**src/rtl/mem_arbiter.sv**
```systemverilog
// Single-port RAM arbiter between the CPU datapath and the flash loader.
// Load mode hands the RAM to the loader; run mode favours flash with a bounded CPU wait.
module mem_arbiter #(
    parameter int WIDTH      = 32,
    parameter int RAM_ADDR_W = 10,
    parameter int MAX_WAIT   = 4
) (
    input  logic                  clk,
    input  logic                  rst,
    input  logic                  flash_en,
    input  logic                  flash_req,
    input  logic [WIDTH-1:0]      flash_addr,
    input  logic [WIDTH-1:0]      flash_wdata,
    output logic                  flash_gnt,
    input  logic                  cpu_req,
    input  logic                  cpu_we,
    input  logic [WIDTH-1:0]      cpu_addr,
    input  logic [WIDTH-1:0]      cpu_wdata,
    output logic                  cpu_gnt,
    output logic                  cpu_rvalid,
    output logic [WIDTH-1:0]      cpu_rdata,
    output logic                  cpu_hold,
    output logic                  load_done,
    output logic                  ram_wren,
    output logic [RAM_ADDR_W-1:0] ram_addr,
    output logic [WIDTH-1:0]      ram_wdata,
    input  logic [WIDTH-1:0]      ram_rdata
);

    localparam int CW = $clog2(MAX_WAIT + 1);
    localparam logic [CW-1:0] WAIT_MAX = CW'(MAX_WAIT);

    typedef enum logic [1:0] {RUN, LOAD, RELEASE} state_t;

    state_t        state_q, state_d;
    logic [CW-1:0] wait_cnt_q, wait_cnt_d;
    logic          cpu_rvalid_q, cpu_rvalid_d;

    // Grants are masked while reset is held so nothing reaches the RAM.
    always_comb begin
        flash_gnt = 1'b0;
        cpu_gnt   = 1'b0;
        if (!rst) begin
            case (state_q)
                RUN: begin
                    flash_gnt = flash_req & ~(cpu_req & (wait_cnt_q == WAIT_MAX));
                    cpu_gnt   = cpu_req & ~flash_gnt;
                end
                LOAD:    flash_gnt = flash_req;
                default: ;
            endcase
        end
    end

    always_comb begin
        state_d = state_q;
        case (state_q)
            RUN:     if (flash_en) state_d = LOAD;
            LOAD:    if (!flash_en) state_d = RELEASE;
            default: state_d = RUN;
        endcase

        wait_cnt_d = '0;
        if (state_q == RUN && cpu_req && !cpu_gnt)
            wait_cnt_d = (wait_cnt_q == WAIT_MAX) ? WAIT_MAX : wait_cnt_q + CW'(1);

        cpu_rvalid_d = cpu_gnt & ~cpu_we;
    end

    always_ff @(posedge clk) begin
        if (rst) begin
            state_q      <= RUN;
            wait_cnt_q   <= '0;
            cpu_rvalid_q <= 1'b0;
        end else begin
            state_q      <= state_d;
            wait_cnt_q   <= wait_cnt_d;
            cpu_rvalid_q <= cpu_rvalid_d;
        end
    end

    // Word addressing: byte offset dropped, upper bits ignored so addresses wrap.
    always_comb begin
        ram_wren  = 1'b0;
        ram_addr  = '0;
        ram_wdata = '0;
        if (flash_gnt) begin
            ram_wren  = 1'b1;
            ram_addr  = flash_addr[RAM_ADDR_W+1:2];
            ram_wdata = flash_wdata;
        end else if (cpu_gnt) begin
            ram_wren  = cpu_we;
            ram_addr  = cpu_addr[RAM_ADDR_W+1:2];
            ram_wdata = cpu_wdata;
        end
    end

    assign cpu_rvalid = cpu_rvalid_q;
    assign cpu_rdata  = cpu_rvalid_q ? ram_rdata : '0;
    assign cpu_hold   = (state_q != RUN);
    assign load_done  = (state_q == RELEASE);

    logic unused_addr_bits;
    assign unused_addr_bits = ^{flash_addr[WIDTH-1:RAM_ADDR_W+2], flash_addr[1:0],
                                cpu_addr[WIDTH-1:RAM_ADDR_W+2], cpu_addr[1:0]};

endmodule

```
**config.mk**
```make
export PLATFORM = sky130hd
export DESIGN_NAME = mem_arbiter
export DESIGN_NICKNAME = d
export VERILOG_FILES = /design/src/rtl/mem_arbiter.sv
export SDC_FILE = /design/constraint.sdc
export NUM_CORES = 1
export LEC_CHECK = 0
export CAP_MARGIN = 40
export CORE_AREA = 2 2 95 97
export DETAILED_ROUTE_END_ITERATION = 10
export DIE_AREA = 0 0 97 99
export HOLD_SLACK_MARGIN = 0.02
export PLACE_DENSITY_LB_ADDON = 0.15
export SETUP_SLACK_MARGIN = 0.5
export SYNTH_ARGS = -nofsm -noshare
export SYNTH_HDL_FRONTEND = slang
export SYNTH_SLANG_ARGS = --single-unit
```
**constraint.sdc**
```tcl
create_clock -name clk -period 3.6 [get_ports clk]
set_input_delay 0.54 -clock clk [delete_from_list [all_inputs] [get_ports clk]]
set_output_delay 0.54 -clock clk [all_outputs]
set_load 0.01 [all_outputs]
```
==> metrics.md <==
| Metric | Value |
|---|---|
| Synth Cell Area | between 1000 and 1500 sq um |
| Syn-to-layout area delta | 139% |
| Placed Area | approximately 3500 sq um |
| Post-CTS Setup Inserts | 0 |
| Hold Buf Count CTS | 0 |
| DPL Wire Length | approximately 5300 microns |
| Final setup viols | 0 |
| Die Wd | roughly 97 microns |
| Clock root buffer | clkbuf_8 |
| Gr usage total | 12.7% |
| Max Cap Viol | 0 |
| Vias | between 2,000 and 2,500 |
| Clk sink count | 6 |
| Worst EP arrival | 2.38 ns |
| Hold Path End | wait_cnt_q[0] |
| Number of synthesized flops with an enable pin | 0 |
| Vias in the first global route | between 2,000 and 2,500 |
| Worst path cell trace | clkdlybuf4s50_1, nand2b_4, a21o_2, buf_4, o22ai_1, clkdlybuf4s50_1 |
| Gr ovfl total | 0 |
| Unrepaired setup endpoints after global routing | no |
| Drt first pass iters | 3 |
| Cell mode on critical path | clkdlybuf4s50_1 |
| Setup TNS | 0 ns |
| Switch share | between 30% and 40% |
| Power density cells | 144 nW/um^2 |
| Seq/Total Area, Yosys | 8.07% |
| Top-count cell post-synth | nand2_1 |
| N_diodes | 0 |
| Internal power | about 0.00036 W |
| Critical path's top delay family | buffers and inverters |
| H-tree Lvls | 1 |
| Kind of critical path | primary input to primary output |
| Mapped Cells | 213 |
| Critical path startpoint category | primary input |
| CTS max path bufs | 2 |
| Register-to-Register Path Depth | 6 |
| R2R Path End | cpu_rvalid |
| Data required time of the critical path | 3.06 ns |
| Detailed router's first-iteration violation count | a little over 50 |
| IO Count | around 250 |
| Status | completed |
| GPL Wtd Cong | slightly below 0.8 |
| Final Hold Fails | 0 |
| Wire per inst | between 10 and 15 microns |
| Hold Path Class | register to register |
| Area share of the largest cell type after synthesis | between 30% and 40% |
| First-pass GRT wire length | approximately 10,000 microns |
| Clock Latency Late Sink | 0.22 ns |
| CP bufs+invs | 3 |
| Reg-to-Reg Start | wait_cnt_q[0] |
| # nets final | about 570 |
| Period Utilization, post-route | about 81% |
| Hold Crit Start | wait_cnt_q[0] |
| Net Sw Power | around 0.00015 W |
| Ys Warns | 0 |
| Share of layout cells above drive strength 1 | between 10% and 20% |
| Ys flop type | dfxtp_1 |
| Slew @ Worst Pin | around 0.76 ns |
| Synth area leader | o22ai_2 |
| Synth cell count leaders | 85 x nand2_1, 38 x o22ai_2, 33 x and2_1 |
| Finished Cell Area | ~3600 sq um |
| Synth Register Bits | 6 |
| Synth top area cells | o22ai_2 32%, nand2_1 21%, and2_1 14% |
| Post-synth cell types | 26 |
| Syn nets | approximately 380 |
| CTS Buf Count | 3 |
| Via density | 4.21 |
| Die area | between 9000 and 10,000 sq um |
| CTS tree | yes |
| Post-CTS sizing | 0 |
| Crit. Startpoint | cpu_req |
| Async SR Flop Fraction | 0% |
| Initial core utilization | 17.4% |
| # rows | 34 |
| Die H | ~99 microns |
| Rel. slew slack | 49.1% |
| Detail Route Antenna Nets | 0 |
| DRC Markers | 0 |
| R2r setup slk | between 2 and 2.5 ns |
| Detailed Route WL | around 6600 microns |
| Worst-path fanout max | 24 |
| Clock power share | 19.3% |
| Crit-path slowest cell | clkdlybuf4s50_1 |
| Final slew viol count | 0 |
| Area of the core | 8550 sq um |
| Static leakage | around 1.3 nW |
| Mean area per synthesized cell | roughly 7 sq um |
| Peak Freq | approximately 0.34 GHz |
| Worst VDD drop | 0.0940 mV |
| Combinational share of power | between 60% and 70% |
| WHS Path Cells | 1 |
| Worst Skew | 0.000532 ns |
| Max stage delay on crit path | around 0.59 ns |
| Final worst path period need | ~2.9 ns |
| CP Capture Type | primary output |
| Initial antenna violation count | 0 |
| Clock slew seen by the registers of the worst setup and hold paths | around 0.030 ns |
| Largest net degree at the start of global routing | 48 |
| Flop pwr share | ~14% |
| PortBufs | ~200 |
-- area by class of cell --
class	instances	area (sq um)
Multi-Input combinational cell	183	1200
Clock buffer	3	41.3
Tap cell	108	135
Timing Repair Buffer	207	2060
Sequential cell	6	120
Fill cell	868	4980
Inverter	3	11.3
-- stage by stage --
stage | setup WS, ns | power (W) | util, % | cells | hold WS (ns)
after global routing | 0.562 | 0.000547 | 41.7 | 510 | 0.479
after global placement | 0.661 | 0.000417 | 41.2 | 507 | 0.428
final | 0.681 | 0.000514 | 41.7 | 510 | 0.453
after floorplan | 1.80 | 0.000212 | - | 213 | 0.417
after detailed placement | 0.667 | 0.000419 | 41.2 | 507 | 0.452
after CTS | 0.656 | 0.000522 | 41.7 | 510 | 0.460
-- power by group through the flow --
stage | clock (W) | sequential [W] | combinational, W
after global routing | 0.000105 | 0.0000723 | 0.000369
after floorplan | 0 | 0.0000710 | 0.000141
final | 0.0000991 | 0.0000717 | 0.000343
after detailed placement | 0 | 0.0000728 | 0.000346
after global placement | 0 | 0.0000726 | 0.000344
after CTS | 0.000102 | 0.0000718 | 0.000348
-- logic make-up (layout without fill, tap and decap cells) --
| logic type | count (synthesis) | count (layout) | synth area share [%] |
|---|---|---|---|
| AND/OR/NAND/NOR | 135 | 135 | 42.7 |
| AO/OA/AOI/OAI | 45 | 45 | 35.5 |
| buffers and inverters | 24 | 213 | 11.3 |
| flip-flops | 6 | 6 | 8.07 |
| adder cells (fa/ha/maj) | 2 | 2 | 1.68 |
| multiplexers | 1 | 1 | 0.672 |
-- worst max-delay path by stage --
stage | endpoint | slack, ns | cells past startpoint
global placement | ram_wdata[31] | 0.66 | 6
finish | ram_wdata[31] | 0.68 | 6
detailed placement | ram_wdata[12] | 0.67 | 6
global route | ram_wdata[12] | 0.56 | 6
floorplan | ram_addr[4] | 1.80 | 7
CTS | ram_wdata[12] | 0.66 | 6
-- flip-flops by register name, summed over array words and instances, names as in the netlist --
name and cells:
cpu_rvalid 1, state_q 2, wait_cnt_q 3
-- cells in the final DEF (no fill, tap or decap) --
master	synthesis	routed
dfxtp_1	6	6
inv_1	3	3
nand2_2	1	1
nand2_1	85	85
and2_1	33	33
a21oi_1	1	1
nand3_1	1	1
a21o_2	0	1
clkdlybuf4s50_1	0	201
buf_4	6	6
and2b_1	2	2
nor2_4	1	1
nand2b_4	1	1
o22ai_1	4	4
nand4_1	1	1
or2_2	2	2
nor2_1	6	6
mux2i_1	1	1
o21ai_4	1	1
nor3_2	1	1
nor3b_1	1	1
ha_1	2	2
clkbuf_8	0	3
o22ai_2	38	38
-- metal layers --
metal	track usage, %	up-vias	share of wire, %
met4	2.06	0	0.83
met5	0	-	0
met3	3.40	4	8.7
met2	23.6	131	50
li1	-	1090	-
met1	14.9	923	41
No activity file was read; power rests on OpenSTA's default activity.
